File: src/rtl/linegen_pkg.sv
// Shared types and constants for the laser-line frame generator.
// State encoding, fvh codes and pixel levels used by the generator and its bench.
package linegen_pkg;

    typedef enum logic [2:0] {
        IDLE   = 3'd0,
        VBLANK = 3'd1,
        HBLANK = 3'd2,
        ACTIVE = 3'd3,
        TRAIL  = 3'd4
    } state_e;

    // fvh = {field, vblank, hblank}
    localparam logic [2:0] FVH_IDLE   = 3'b000;
    localparam logic [2:0] FVH_VBLANK = 3'b010;
    localparam logic [2:0] FVH_HBLANK = 3'b001;
    localparam logic [2:0] FVH_ACTIVE = 3'b000;

    localparam logic [7:0] PX_WHITE = 8'hFF;
    localparam logic [7:0] PX_BLACK = 8'h00;

    // ceil((s+e)/2) through a 12-bit intermediate sum
    function automatic logic [10:0] ceil_mid(input logic [11:0] s, input logic [11:0] e);
        logic [11:0] sum;
        sum = s + e + 12'd1;
        return sum[11:1];
    endfunction

endpackage

File: src/rtl/linegen_lfsr.sv
// 16-bit Fibonacci LFSR (x^16+x^14+x^13+x^11+1), advances when en is high.
// Latency: new value one clock after an enabled cycle; no backpressure.
module linegen_lfsr #(
    parameter logic [15:0] SEED = 16'hACE1
) (
    input  logic        clk,
    input  logic        reset_n,
    input  logic        en,
    output logic [15:0] lfsr_o
);

    logic [15:0] lfsr_q;
    logic [15:0] lfsr_d;

    always_comb begin
        lfsr_d = lfsr_q;
        if (en) begin
            lfsr_d = {lfsr_q[14:0], lfsr_q[15] ^ lfsr_q[13] ^ lfsr_q[12] ^ lfsr_q[10]};
        end
    end

    always_ff @(posedge clk or negedge reset_n) begin
        if (!reset_n) begin
            lfsr_q <= SEED;
        end else begin
            lfsr_q <= lfsr_d;
        end
    end

    assign lfsr_o = lfsr_q;

endmodule

File: src/rtl/laser_line_gen.sv
// Camera-side pixel source: synthetic frames with one sloped white run per row plus expected midpoints.
// Latency: every output is registered, one clock behind the state/counters; free-running, no backpressure.
// LINEGEN_NOISE_EN adds LFSR-driven single-pixel holes inside each run.
module laser_line_gen
    import linegen_pkg::*;
#(
    parameter int H_ACTIVE = 640,
    parameter int H_BLANK  = 16,
    parameter int V_ACTIVE = 480,
    parameter int V_BLANK  = 20
) (
    input  logic        clk,
    input  logic        reset_n,
    input  logic        run,
    input  logic [10:0] cfg_start,
    input  logic [10:0] cfg_width,
    input  logic [3:0]  cfg_slope,
    output logic [2:0]  fvh_out,
    output logic        dv_out,
    output logic [7:0]  px_out,
    output logic [10:0] exp_row,
    output logic [10:0] exp_midpoint,
    output logic        exp_valid,
    output logic        frame_done
);

    localparam logic [15:0] V_LAST    = 16'(V_BLANK - 1);
    localparam logic [15:0] H_LAST    = 16'(H_BLANK - 1);
    localparam logic [15:0] A_LAST    = 16'(H_ACTIVE - 1);
    localparam logic [10:0] ROW_LAST  = 11'(V_ACTIVE - 1);
    localparam logic [11:0] COL_MAX   = 12'(H_ACTIVE - 1);

    state_e      state_q, state_d;
    logic [15:0] cnt_q, cnt_d;
    logic [10:0] row_q, row_d;
    logic [12:0] acc_q, acc_d;
    logic [10:0] width_q, width_d;
    logic [3:0]  slope_q, slope_d;
    logic        fd_pend_q, fd_pend_d;

    logic [2:0]  fvh_q, fvh_d;
    logic        dv_q, dv_d;
    logic [7:0]  px_q, px_d;
    logic [10:0] exp_row_q, exp_row_d;
    logic [10:0] exp_mid_q, exp_mid_d;
    logic        exp_vld_q, exp_vld_d;
    logic        frame_done_q;

    logic [13:0] acc_sum;
    logic [12:0] acc_step;
    logic [11:0] s_col, e_sum, e_col, col;
    logic        in_run, hole;

    // Accumulator saturates at its signed 13-bit limits instead of wrapping.
    always_comb begin
        acc_sum = {acc_q[12], acc_q} + {{10{slope_q[3]}}, slope_q};
        if (acc_sum[13] != acc_sum[12]) begin
            acc_step = acc_sum[13] ? 13'h1000 : 13'h0FFF;
        end else begin
            acc_step = acc_sum[12:0];
        end
    end

    always_comb begin
        if (acc_q[12]) begin
            s_col = 12'd0;
        end else if (acc_q[11:0] > COL_MAX) begin
            s_col = COL_MAX;
        end else begin
            s_col = acc_q[11:0];
        end
        e_sum = s_col + {1'b0, width_q} - 12'd1;
        e_col = (e_sum > COL_MAX) ? COL_MAX : e_sum;
    end

    assign col    = cnt_q[11:0];
    assign in_run = (state_q == ACTIVE) && (width_q != 11'd0) && (col >= s_col) && (col <= e_col);

`ifdef LINEGEN_NOISE_EN
    logic [15:0] lfsr_w;
    logic        lfsr_unused;
    logic        hole_prev_q;

    linegen_lfsr #(.SEED(16'hACE1)) u_lfsr (
        .clk     (clk),
        .reset_n (reset_n),
        .en      (state_q == ACTIVE),
        .lfsr_o  (lfsr_w)
    );

    assign lfsr_unused = ^lfsr_w[15:4];
    assign hole = in_run && (col > s_col) && (col < e_col) && (lfsr_w[3:0] == 4'd0) && !hole_prev_q;

    always_ff @(posedge clk or negedge reset_n) begin
        if (!reset_n) begin
            hole_prev_q <= 1'b0;
        end else begin
            hole_prev_q <= hole;
        end
    end
`else
    assign hole = 1'b0;
`endif

    always_comb begin
        state_d   = state_q;
        cnt_d     = cnt_q + 16'd1;
        row_d     = row_q;
        acc_d     = acc_q;
        width_d   = width_q;
        slope_d   = slope_q;
        fd_pend_d = 1'b0;
        case (state_q)
            IDLE: begin
                cnt_d = 16'd0;
                if (run) begin
                    state_d = VBLANK;
                    row_d   = 11'd0;
                    acc_d   = {2'b00, cfg_start};
                    width_d = cfg_width;
                    slope_d = cfg_slope;
                end
            end
            VBLANK: begin
                if (cnt_q == V_LAST) begin
                    state_d = HBLANK;
                    cnt_d   = 16'd0;
                end
            end
            HBLANK: begin
                if (cnt_q == H_LAST) begin
                    state_d = ACTIVE;
                    cnt_d   = 16'd0;
                end
            end
            ACTIVE: begin
                if (cnt_q == A_LAST) begin
                    cnt_d = 16'd0;
                    if (row_q == ROW_LAST) begin
                        state_d = TRAIL;
                    end else begin
                        state_d = HBLANK;
                        row_d   = row_q + 11'd1;
                        acc_d   = acc_step;
                    end
                end
            end
            TRAIL: begin
                if (cnt_q == H_LAST) begin
                    cnt_d     = 16'd0;
                    fd_pend_d = 1'b1;
                    if (run) begin
                        state_d = VBLANK;
                        row_d   = 11'd0;
                        acc_d   = {2'b00, cfg_start};
                        width_d = cfg_width;
                        slope_d = cfg_slope;
                    end else begin
                        state_d = IDLE;
                    end
                end
            end
            default: begin
                state_d = IDLE;
                cnt_d   = 16'd0;
            end
        endcase
    end

    always_comb begin
        fvh_d     = FVH_IDLE;
        dv_d      = 1'b0;
        px_d      = PX_BLACK;
        exp_vld_d = 1'b0;
        exp_row_d = exp_row_q;
        exp_mid_d = exp_mid_q;
        case (state_q)
            VBLANK:        fvh_d = FVH_VBLANK;
            HBLANK, TRAIL: fvh_d = FVH_HBLANK;
            ACTIVE: begin
                fvh_d = FVH_ACTIVE;
                dv_d  = 1'b1;
                px_d  = (in_run && !hole) ? PX_WHITE : PX_BLACK;
                if (cnt_q == 16'd0 && width_q != 11'd0) begin
                    exp_vld_d = 1'b1;
                    exp_row_d = row_q;
                    exp_mid_d = ceil_mid(s_col, e_col);
                end
            end
            default: fvh_d = FVH_IDLE;
        endcase
    end

    always_ff @(posedge clk or negedge reset_n) begin
        if (!reset_n) begin
            state_q      <= IDLE;
            cnt_q        <= 16'd0;
            row_q        <= 11'd0;
            acc_q        <= 13'd0;
            width_q      <= 11'd0;
            slope_q      <= 4'd0;
            fd_pend_q    <= 1'b0;
            fvh_q        <= 3'b000;
            dv_q         <= 1'b0;
            px_q         <= 8'h00;
            exp_row_q    <= 11'd0;
            exp_mid_q    <= 11'd0;
            exp_vld_q    <= 1'b0;
            frame_done_q <= 1'b0;
        end else begin
            state_q      <= state_d;
            cnt_q        <= cnt_d;
            row_q        <= row_d;
            acc_q        <= acc_d;
            width_q      <= width_d;
            slope_q      <= slope_d;
            fd_pend_q    <= fd_pend_d;
            fvh_q        <= fvh_d;
            dv_q         <= dv_d;
            px_q         <= px_d;
            exp_row_q    <= exp_row_d;
            exp_mid_q    <= exp_mid_d;
            exp_vld_q    <= exp_vld_d;
            frame_done_q <= fd_pend_q;
        end
    end

    assign fvh_out      = fvh_q;
    assign dv_out       = dv_q;
    assign px_out       = px_q;
    assign exp_row      = exp_row_q;
    assign exp_midpoint = exp_mid_q;
    assign exp_valid    = exp_vld_q;
    assign frame_done   = frame_done_q;

endmodule

File: config.mk
export PLATFORM = sky130hd
export DESIGN_NAME = laser_line_gen
export DESIGN_NICKNAME = d
export VERILOG_FILES = /design/src/rtl/linegen_pkg.sv /design/src/rtl/linegen_lfsr.sv /design/src/rtl/laser_line_gen.sv
export SDC_FILE = /design/constraint.sdc
export NUM_CORES = 1
export LEC_CHECK = 0
export CAP_MARGIN = 20
export CORE_AREA = 2 2 117 119
export CTS_BUF_LIST = sky130_fd_sc_hd__clkbuf_8
export CTS_CLUSTER_SIZE = 40
export DETAILED_ROUTE_END_ITERATION = 10
export DIE_AREA = 0 0 119 121
export HOLD_SLACK_MARGIN = 0.12
export PLACE_DENSITY = 0.7
export REMOVE_ABC_BUFFERS = 1
export SYNTH_ARGS = -nofsm -noshare
export SYNTH_HDL_FRONTEND = slang
export SYNTH_SLANG_ARGS = --single-unit
File: constraint.sdc
create_clock -name clk -period 14 [get_ports clk]
set_clock_uncertainty 0.1 [all_clocks]
set_input_delay 2.1 -clock clk [delete_from_list [all_inputs] [get_ports clk]]
set_output_delay 2.1 -clock clk [all_outputs]
set_load 0.01 [all_outputs]
Word level (Yosys, flattened, before mapping) --
Cells that the tools add are included.
Word-level totals: bits in registers 95, bits of input ports 29
Operators by class: reductions and logical operators 14, $add $sub $neg 7, mux-type cells 41, magnitude comparators 4, eq/ne operators 15
Operators by type and width (number):
- 2-to-1 mux 13 bit | 6
- 2-to-1 mux 11 bit | 6
- 2-to-1 mux 16 bit | 3
- case mux 16 bit (3 select lines) | 1
- case mux 13 bit (3 select lines) | 1
- 2-to-1 mux 12 bit | 3
- case mux 11 bit (3 select lines) | 1
- > comparator 12 x 10 -> 1 bit, second input constant | 2
- case mux 11 bit (2 select lines) | 1
- 2-to-1 mux 3 bit | 6
- adder 16 x 1 -> 16 bit, second input constant | 1
- equality test 16 x 10 -> 1 bit, second input constant | 1
- equality test 16 x 4 -> 1 bit, second input constant | 1
- equality test 16 x 5 -> 1 bit, second input constant | 1
- zero test 16 bit | 1
- 2-to-1 mux 8 bit | 2
- case mux 3 bit (5 select lines) | 1
- adder 13 x 4 -> 14 bit | 1
- adder 12 x 1 -> 12 bit, second input constant | 1
- adder 12 x 11 -> 12 bit | 1
- adder 12 bit | 1
- >= comparator 12 bit | 1
- less-or-equal comparator 12 bit | 1
- subtractor 12 x 1 -> 12 bit, second input constant | 1
- 21 further kinds | 36

Longest topological paths before layout --
depth in word-level cells 11, depth in mapped cells 25

Least setup slack after synthesis --
OpenSTA, ideal clock, no wires.
path kind reg-to-reg, from register acc_q[8], to register exp_mid_q[8], in the netlist exp_midpoint[8], stages on the path, launching flop included 24, setup time 0.136 ns, period minus slack after synthesis 4.962 ns, arrival time 4.726 ns, path slack 9.038 ns, buffers on the path 0, data required time 13.764 ns, path through dfrtp_1 o21ai_0 nand2_1 o21bai_1 ha_1 inv_1 ha_1 fa_1 a21o_1 a221oi_2 a32oi_1 o22a_1 o2111a_1 or3_1 ha_1 a21oi_1 o21ai_0 and2_1 o21a_1 o21ai_0 nand2_1 a31oi_1 xor2_1 o21ai_0
On the way: word-level cells in the longest chain between the ends 9
RTL lines:
- start: declaration | line laser_line_gen.sv:36 | logic [12:0] acc_q, acc_d;
- start signal: assignment | line laser_line_gen.sv:199 | acc_q <= 13'd0;
- start signal: assignment | line laser_line_gen.sv:214 | acc_q <= acc_d;
- > comparator 12 x 10 -> 1 bit | line laser_line_gen.sv:67 | end else if (acc_q[11:0] > COL_MAX) begin
- 2-to-1 mux 12 bit (*) | line laser_line_gen.sv:67
- 2-to-1 mux 12 bit (*) | line laser_line_gen.sv:65 | if (acc_q[12]) begin
- adder 12 x 11 -> 12 bit | line laser_line_gen.sv:72 | e_sum = s_col + {1'b0, width_q} - 12'd1;
- subtractor 12 x 1 -> 12 bit | line laser_line_gen.sv:72
- > comparator 12 x 10 -> 1 bit | line laser_line_gen.sv:73 | e_col = (e_sum > COL_MAX) ? COL_MAX : e_sum;
- 2-to-1 mux 12 bit | line laser_line_gen.sv:73
- adder 12 bit (*) | line linegen_pkg.sv:25 | sum = s + e + 12'd1;
- adder 12 x 1 -> 12 bit (*) | line linegen_pkg.sv:25
- end signal: assignment | line laser_line_gen.sv:222 | exp_mid_q <= exp_mid_d;
- end: declaration | line laser_line_gen.sv:45 | logic [10:0] exp_mid_q, exp_mid_d;
Mark *: on every way between the ends. The rest lies on a longest branch, timed or not. A chain may end at the register's enable or synchronous reset.

Worst setup path after layout --
from register acc_q[8], to register exp_mid_q[7], in the netlist exp_midpoint[7]
Same word-level chain as after synthesis.

==> out/results.tsv <==
stage	metric	value	unit
yosys	Ys Warns	0	
die	die area	14400	um^2
routing	Pre-Repair DR Iteration Count	5	
timing	Worst Setup Slack, final	8.207	ns
clock_network	CTS tree	yes	
finish	final std cells w/o fill	976	
critical_path	Worst Reg-to-Reg Cells	22	
global_route	pin count of the biggest net entering global routing	64	
critical_path	WP buf/inv	1	
critical_path	launch point of the worst reg-to-reg path	acc_q[8]$_DFFE_PN0P_	
clock_network	CTS root buf	clkbuf_8	
die	Die Wd	119	um
clock_network	Worst-Skew Late Latency	0.38	ns
yosys	register area share after synthesis	33.97	%
pwr	Comb pwr share	72.1	%
yosys	Post-synth ARST share	100.0	%
worst_hold_path	HP Class	flip-flop to flip-flop	
pwr	sequential share of power	17.9	%
critical_path	Setup crit end	exp_midpoint[7]$_DFFE_PN0P_	
routing	DR DRC count	0	
critical_path	CP delay by family, top	compound AO/OA/AOI/OAI gates	
placement	gp weighted congestion	0.9492	
routing	final WL	15.37	mm
finish	fin nets	898	
critical_path	Critical Path End Type	flip-flop	
timing	Period minus WS final	5.793	ns
global_route	vias in the first global route	5342	
critical_path	CP startpoint kind	flip-flop	
finish	Diodes inserted	0	
timing	Hold WS	0.2552	ns
yosys	top_reg_cell synth	dfrtp_1	
pwr	clock network fraction of design power	10.0	%
yosys	Post-synth top cells	dfrtp_1, nor2_1, ha_1	
yosys	count leader, synth	dfrtp_1	
global_route	grt ovf	0	
finish	Finished Cell Area	7353	um^2
run_status	status	finished, final reports clean	
die	Starting Density	48.98	%
die	io pins	65	
pwr	Leakage Power	3.591	nW
finish	Util after Layout	56.20	%
critical_path	Crit path depth	22	
routing	via count	5473	
yosys	number of synthesized register bits	87	
critical_path	critical path type	flip-flop to flip-flop	
timing	Slew Viols, Final	0	
routing	wire per inst	15.75	um
pwr	pwr/cell area	249.5	nW/um^2
yosys	Gate Count Post-Synth	740	
critical_path	CP max-delay cell	a221oi_2	
pwr	internal power	905.9	uW
yosys	Post-synth EDFFs	0	
critical_path	CP max FO	8	
finish	share of layout cells above drive strength 1	4.875	%
clock_network	Setup Fix Bufs, Post-CTS	0	
routing	Vias/cell	5.608	
die	Die Y-Extent	121	um
yosys	synthesized area per cell	8.660	um^2
die	cell row count	42	
critical_path	Worst Path Required	14.15	ns
clock_network	clk sinks	87	
pwr	VDD IR max	0.0001102	V
clock_network	cts hold-fix bufs	0	
critical_path	Worst Setup SP	acc_q[8]$_DFFE_PN0P_	
timing	Final Hold Violating Endpoints	0	
placement	placed cells	960	
critical_path	CP most frequent cell	o21ai_0	
timing	endpoints failing setup	0	
placement	Post-DP Area	7152	um^2
routing	antenna-violating nets left	0	
job	Max Cap Viol	0	
placement	Placement Setup Slack	8.333	ns
global_route	antenna violations before repair	0	
timing	Rel. slew slack	35.55	%
pwr	P_sw	929.0	uW
pwr	Net Sw Frac	50.63	%
yosys	Syn Std Cell Area	6409	um^2
clock_network	htree depth	3	
timing	Fin Setup TNS	0	ns
critical_path	Largest stage delay, worst path	0.49	ns
yosys	Synth area leaders	dfrtp_1, ha_1, nor2_1	
routing	initial DRC count	318	
critical_path	CP Cell Sequence	o21ai_0 -> nand2_1 -> o21bai_1 -> ha_1 -> inv_1 -> ha_1 -> fa_1 -> a21o_1 -> a221oi_2 -> o311ai_0 -> o2111a_1 -> or3_1 -> ha_1 -> nor2b_1 -> o21ai_0 -> a21oi_1 -> o21ai_0 -> a21oi_1 -> o21ai_0 -> nand2b_1 -> xnor2_1 -> o21ai_0	
pwr	Power, Total	1.835	mW
global_route	GRT Total Usage	22.27	%
clock_network	post-cts resize count	0	
timing	unrepaired setup endpoints after global routing	false	
finish	Area Growth Syn to Fin	14.74	%
timing	period utilisation layout	41.38	%
placement	IO buf count	63	
yosys	cell taking the most area after synthesis	dfrtp_1	
clock_network	Num CTS Buffers	9	
critical_path	Worst R2R Setup Slack	8.21	ns
placement	DP HPWL	11.91	mm
global_route	first-pass GRT wire length	25.87	mm
yosys	Synth top area share	33.97	%
clock_network	clk slew on worst S/H paths	0.09	ns
clock_network	Max clock buf depth	2	
critical_path	crit path DAT	5.95	ns
timing	Max Clk Rate	172.6	MHz
yosys	post-synth cell types	64	
critical_path	R2R Path End	exp_midpoint[7]$_DFFE_PN0P_	
timing	worst slew pin tran	0.9547	ns
die	core area	13090	um^2
-- registers in the layout, summed over array words and instances, names as in the netlist, 2 cells and up --
signal,flops
cnt_q,16
width_q,11
acc_q,13
state_q,3
fvh_out,2
exp_row,11
exp_midpoint,11
row_q,11
slope_q,4
-- final cells by class --
type                    instances  area, um^2
multi-input cells             562        3845
flip-flops and latches         87        2177
clock inverters                 7       77.57
repair buffers                 66       650.6
inverters                      69       259.0
clock buffers                   9       123.9
fillers                      1194        5732
well taps                     176       220.2
-- how the worst min path moves through the flow --
stage                              from                   end  slack, ns  cells after the start
finish              fd_pend_q$_DFF_PN0_  frame_done$_DFF_PN0_       0.26                      0
global placement    fd_pend_q$_DFF_PN0_  frame_done$_DFF_PN0_       0.23                      0
global route        fd_pend_q$_DFF_PN0_  frame_done$_DFF_PN0_       0.26                      0
detailed placement  fd_pend_q$_DFF_PN0_  frame_done$_DFF_PN0_       0.24                      0
CTS                 fd_pend_q$_DFF_PN0_  frame_done$_DFF_PN0_       0.26                      0
floorplan           fd_pend_q$_DFF_PN0_  frame_done$_DFF_PN0_       0.23                      0
-- routing by layer --
layer | share of wire [%] | vias to the layer above | global-route usage [%]
met5 | 0 | - | 0
met4 | 1.2 | 0 | 6.176
met3 | 3.0 | 15 | 2.726
met2 | 47 | 117 | 37.18
met1 | 49 | 2659 | 30.59
li1 | - | 2682 | -
-- cell usage in the layout, fill, tap and decap left out, types with 4 or more instances in the layout --
cell type | synthesis | layout
xnor2_1 | 22 | 22
mux2_2 | 4 | 4
or2_2 | 8 | 8
nor2_1 | 72 | 72
xor2_1 | 20 | 20
a31oi_1 | 7 | 7
nand4_1 | 10 | 10
o21bai_1 | 4 | 4
dfrtp_1 | 87 | 87
mux2_1 | 11 | 11
nor3_1 | 13 | 13
and2_1 | 4 | 4
nand3_1 | 16 | 16
buf_4 | 9 | 4
clkdlybuf4s50_1 | 0 | 62
ha_1 | 71 | 71
o21ai_0 | 41 | 41
a21oi_1 | 43 | 42
conb_1 | 2 | 8
and3_1 | 14 | 14
clkbuf_8 | 0 | 9
nor2b_1 | 13 | 13
nand2_1 | 68 | 68
nor4_1 | 7 | 7
or3_1 | 12 | 12
o31ai_1 | 13 | 13
a21o_1 | 17 | 17
nand2b_1 | 12 | 12
inv_1 | 68 | 68
-- power by group through the flow --
stage / sequential, mW / combinational, mW / clock [mW]
CTS: 0.329 / 1.30 / 0.189
detailed placement: 0.334 / 1.29 / 0
global placement: 0.331 / 1.25 / 0
finish: 0.329 / 1.32 / 0.183
floorplan: 0.321 / 0.992 / 0
global route: 0.335 / 1.47 / 0.200
-- logic make-up after synthesis --
kind of cell | synth area share (%)
fa+ha+maj | 14.80
xor+xnor | 5.740
buf+inv | 6.442
compound gates | 16.34
mux | 2.948
other cells | 0.1172
flops | 33.97
simple gates | 19.64
No activity file was read; power rests on OpenSTA's default activity.
